[config.mk]
export PLATFORM = sky130hd
export DESIGN_NAME = grf_read_hazard
export DESIGN_NICKNAME = d
export VERILOG_FILES = /design/src/rtl/grf_read_hazard.sv
export SDC_FILE = /design/constraint.sdc
export NUM_CORES = 1
export LEC_CHECK = 0
export CAP_MARGIN = 15
export CORE_MARGIN = 5
export CORE_UTILIZATION = 37
export CTS_BUF_LIST = sky130_fd_sc_hd__clkbuf_16
export CTS_CLUSTER_DIAMETER = 200
export DETAILED_ROUTE_END_ITERATION = 8
export PLACE_DENSITY = 0.88
export SYNTH_ARGS = -nofsm -noshare
export SYNTH_HDL_FRONTEND = slang
export SYNTH_SLANG_ARGS = --single-unit
[constraint.sdc]
create_clock -name clk -period 6 [get_ports clk]
set_clock_uncertainty 0.2 [all_clocks]
set_input_delay 0.9 -clock clk [delete_from_list [all_inputs] [get_ports clk]]
set_output_delay 0.9 -clock clk [all_outputs]
set_load 0.05 [all_outputs]
[src/rtl/grf_read_hazard.sv]
// Decode-stage GRF read side: three-slot (E/M/W) producer scoreboard with
// stall detection, operand bypass from the E/M/W result buses, and a stall counter.
module grf_read_hazard #(
    parameter int DATA_W = 32,
    parameter int CNT_W  = 16
) (
    input  logic              clk,
    input  logic              reset,
    input  logic [4:0]        rs_d,
    input  logic [4:0]        rt_d,
    input  logic [1:0]        tuse_rs,
    input  logic [1:0]        tuse_rt,
    input  logic [4:0]        dst_d,
    input  logic [1:0]        tnew_d,
    input  logic [DATA_W-1:0] wd_e,
    input  logic [DATA_W-1:0] wd_m,
    input  logic [DATA_W-1:0] wd_w,
    input  logic [DATA_W-1:0] grf_rd1,
    input  logic [DATA_W-1:0] grf_rd2,
    output logic [4:0]        grf_a1,
    output logic [4:0]        grf_a2,
    output logic [DATA_W-1:0] rs_val,
    output logic [DATA_W-1:0] rt_val,
    output logic              stall,
    output logic [CNT_W-1:0]  stall_cnt
);

    logic [4:0] e_dst, m_dst, w_dst;
    logic [1:0] e_tnew, m_tnew, w_tnew;
    logic [2:0] rs_res, rt_res;

    function automatic logic [1:0] dec(input logic [1:0] t);
        return (t == 2'd0) ? 2'd0 : t - 2'd1;
    endfunction

    // Returns {stall, source}; source 0 = GRF, 1 = E, 2 = M, 3 = W.
    function automatic logic [2:0] resolve(
        input logic [4:0] r,  input logic [1:0] tuse,
        input logic [4:0] ed, input logic [1:0] et,
        input logic [4:0] md, input logic [1:0] mt,
        input logic [4:0] wd, input logic [1:0] wt
    );
        logic       hit;
        logic [1:0] t;
        logic [1:0] src;
        hit = 1'b0;
        t   = '0;
        src = 2'd0;
        if (r != 5'd0 && tuse != 2'd3) begin
            if (ed == r) begin
                hit = 1'b1; t = et; src = 2'd1;
            end else if (md == r) begin
                hit = 1'b1; t = mt; src = 2'd2;
            end else if (wd == r) begin
                hit = 1'b1; t = wt; src = 2'd3;
            end
        end
        return {hit && (t > tuse), (hit && t == 2'd0) ? src : 2'd0};
    endfunction

    function automatic logic [DATA_W-1:0] pick(
        input logic [1:0] src, input logic [DATA_W-1:0] grf,
        input logic [DATA_W-1:0] ve, input logic [DATA_W-1:0] vm,
        input logic [DATA_W-1:0] vw
    );
        case (src)
            2'd1:    return ve;
            2'd2:    return vm;
            2'd3:    return vw;
            default: return grf;
        endcase
    endfunction

    always_comb begin
        rs_res = resolve(rs_d, tuse_rs, e_dst, e_tnew, m_dst, m_tnew, w_dst, w_tnew);
        rt_res = resolve(rt_d, tuse_rt, e_dst, e_tnew, m_dst, m_tnew, w_dst, w_tnew);
        stall  = rs_res[2] | rt_res[2];
        rs_val = pick(rs_res[1:0], grf_rd1, wd_e, wd_m, wd_w);
        rt_val = pick(rt_res[1:0], grf_rd2, wd_e, wd_m, wd_w);
        grf_a1 = rs_d;
        grf_a2 = rt_d;
    end

    always_ff @(posedge clk) begin
        if (reset) begin
            e_dst     <= '0;
            e_tnew    <= '0;
            m_dst     <= '0;
            m_tnew    <= '0;
            w_dst     <= '0;
            w_tnew    <= '0;
            stall_cnt <= '0;
        end else begin
            w_dst  <= m_dst;
            w_tnew <= dec(m_tnew);
            m_dst  <= e_dst;
            m_tnew <= dec(e_tnew);
            e_dst  <= stall ? 5'd0 : dst_d;
            e_tnew <= stall ? 2'd0 : tnew_d;
            if (stall && stall_cnt != '1)
                stall_cnt <= stall_cnt + CNT_W'(1);
        end
    end

endmodule

==> summary.txt <==
Outcome
  – Outcome: finished clean

Synth
  – Synth cell types: 47
  – Syn Nets: 702
  – Cells after Synth: 512
  – Post-synth top flop: dfxtp_1
  – Register bit count reported by yosys: 37
  – Syn Area/Cell: 6.94 sq um
  – Register area share after synthesis: 0.208
  – Async S/R FF share, synth: 0
  – Synth warn: 0
  – Yosys top cell area share: 0.208
  – EDFF count, synth: 0
  – Yosys top cell by area: dfxtp_1
  – Mapped Area: 0.00355 sq mm
  – Largest cells by area after synthesis: dfxtp_1 21%, o22ai_1 10%, nor2_1 9.3%, a22oi_1 7.0%, xor2_1 6.7%

Clock network
  – Hold_buf cts: 0
  – CTS resizes: 0
  – Clk buf depth: 2
  – Clk_lat worst skew: 0.28 ns
  – Clock Sink Count: 37
  – CTS tree: built
  – Clock transition at the registers of the reported paths: 0.05 ns
  – CTS H-tree depth: 2
  – Cts bufs inserted: 5
  – CTS Root Cell: clkbuf_16
  – Post-CTS repair timing setup buffer count: 0

Route
  – DRC errors left: 0
  – Vias after detailed routing: 5,199
  – Total Wirelength: 20.0 mm
  – Via density: 5.80
  – Final ANT Viol Nets: 0
  – Initial DRC Count: 446
  – DRT Pass-1 Iters: 7
  – Per-cell routed wire length: 22.3 um

Timing
  – Final setup viols: 0
  – Fmax: 0.183 GHz
  – Fin. max-slew vios: 0
  – Max-slew headroom: 0.326
  – Period utilisation layout: 0.912
  – Setup TNS: 0 ns
  – Worst-Margin Slew: 1.01 ns
  – RSZ-0062 raised after global routing: no
  – Final Hold Fails: 0
  – Post-layout min period: 5.47 ns

Setup path
  – Worst r2r path cells: 14
  – CP Buf/Inv Count: 3
  – Critical path depth in cells: 11
  – Critical path's largest stage delay: 0.81 ns
  – CP Cell Sequence: clkdlybuf4s50_1 -> or4_1 -> o21ai_2 -> a31oi_1 -> o31ai_1 -> and2_1 -> nor3b_4 -> buf_12 -> o22ai_1 -> nor2_1 -> clkdlybuf4s50_1
  – Slowest cell on the critical path: clkdlybuf4s50_1
  – CP endpoint kind: primary output
  – Critical path required time: 4.90 ns
  – Startpoint Class: primary input
  – CP dominant cell by count: clkdlybuf4s50_1
  – Worst Path Max Fanout: 32
  – Top delay family on crit path: buffers and inverters
  – Worst path arrival time: 4.37 ns
  – CP Class: primary input to primary output

GRT
  – Total global-route track usage: 0.317
  – GRT overflow: 0
  – Pin count of the biggest net entering global routing: 65
  – Initial antenna violation count: 10
  – Vias in the first global route: 5,029
  – First-pass GRT wire length: 28.8 mm

Pwr
  – PD cells: 174 mW/mm^2
  – Leakage dissipation: 2.59 nW
  – Peak supply drop: 0.201 mV

Finish
  – Fill count: 745
  – Most common cell after layout, fill and taps aside: clkdlybuf4s50_1
  – Share of cells above drive strength 1: 0.114
  – Final core utilization: 0.721
  – Area occupied by multi-input gates: 0.00254 sq mm
  – Most frequent cells in the layout: 216 x clkdlybuf4s50_1, 88 x nor2_1, 58 x o22ai_1
  – Layout Cells excl Fill: 897
  – Syn-to-layout area delta: 88.5%
  – # nets final: 953
  – FF/Latch Area: 741 sq um

Floorplanning
  – Row cnt: 35
  – Core area: 0.00928 sq mm
  – Die X: 108 um
  – # IOs: 274
  – Die Y-Extent: 108 um
  – Die Area: 0.0117 sq mm
  – Initial core utilization: 0.383

Placement
  – Routability cong.: 1.04
  – DP HPWL: 16.5 mm
  – Dpl cells: 885
  – Input/output buffers: 273

Job
  – Max-cap violations: 0

Hold path
  – Min-delay worst type: register to register
  – Cell depth of the worst hold path: 1
[flip-flops by register name (all words and copies together), names as in the netlist]
register / count
stall_cnt: 16
e_tnew: 2
m_dst: 5
e_dst: 5
w_tnew: 2
m_tnew: 2
w_dst: 5
[power breakdown]
group	internal (W)	switching (W)
clock	0.000196	0.000101
combinational	0.000271	0.000334
sequential	0.000253	0.00000872
[path summary, 6_finish.rpt]
check	start	end	slack, ns
setup / recovery	rt_d[2]	rt_val[12]	0.53
hold / removal	m_tnew[0]$_SDFF_PP0_	w_tnew[0]$_SDFF_PP0_	0.31
setup reg to reg	e_dst[1]$_SDFF_PP0_	stall_cnt[15]$_SDFFE_PP0P_	2.23
hold reg to reg	m_tnew[0]$_SDFF_PP0_	w_tnew[0]$_SDFF_PP0_	0.31
[layout make-up]
class | instances | area share
Sequential cell | 37 | 0.111
Multi-Input combinational cell | 418 | 0.380
Antenna cell | 4 | 0.00149
Clock buffer | 5 | 0.0187
Clock inverter | 3 | 0.00691
Timing Repair Buffer | 286 | 0.450
Inverter | 15 | 0.00841
Tap cell | 129 | 0.0241
[kinds of logic after synthesis]
logic type / share of synthesized area
AO/OA/AOI/OAI: 0.292
XOR/XNOR: 0.106
adder cells (fa/ha/maj): 0.0246
buffers and inverters: 0.0775
flip-flops: 0.208
multiplexers: 0.0116
AND/OR/NAND/NOR: 0.280
[metal layers]
| layer | global-route usage | vias to the layer above | share of wire |
|---|---|---|---|
| met3 | 0.122 | 68 | 0.11 |
| met4 | 0.134 | 14 | 0.045 |
| li1 | - | 2381 | - |
| met1 | 0.372 | 2410 | 0.37 |
| met5 | 0 | - | 0.0052 |
| met2 | 0.518 | 326 | 0.47 |
[cell usage after synthesis (all sizes together), types with 6 or more instances]
cell    count
a31oi      34
nor3       13
buf        25
ha          7
o22ai      58
a22oi      33
and3        8
a21oi       6
clkbuf     17
xnor2      16
nor2       88
nand4       9
inv        15
xor2       27
nand3      13
dfxtp      37
nor2b      11
nand2      48
and2       13
[through the flow]
| step | hold slack [ns] | cell area, sq um | setup slack (ns) | total power [W] |
|---|---|---|---|---|
| 6_report | 0.314 | 6700 | 0.530 | 0.00116 |
| 3_5_place_dp | 0.300 | 6520 | 0.561 | 0.000868 |
| 5_1_grt | 0.329 | 6690 | 0.357 | 0.00121 |
| 2_1_floorplan | 0.236 | 3550 | 1.39 | 0.000567 |
| 3_3_place_gp | 0.288 | 6520 | 0.678 | 0.000865 |
| 4_1_cts | 0.308 | 6690 | 0.549 | 0.00117 |
No activity file was read; power rests on OpenSTA's default activity.
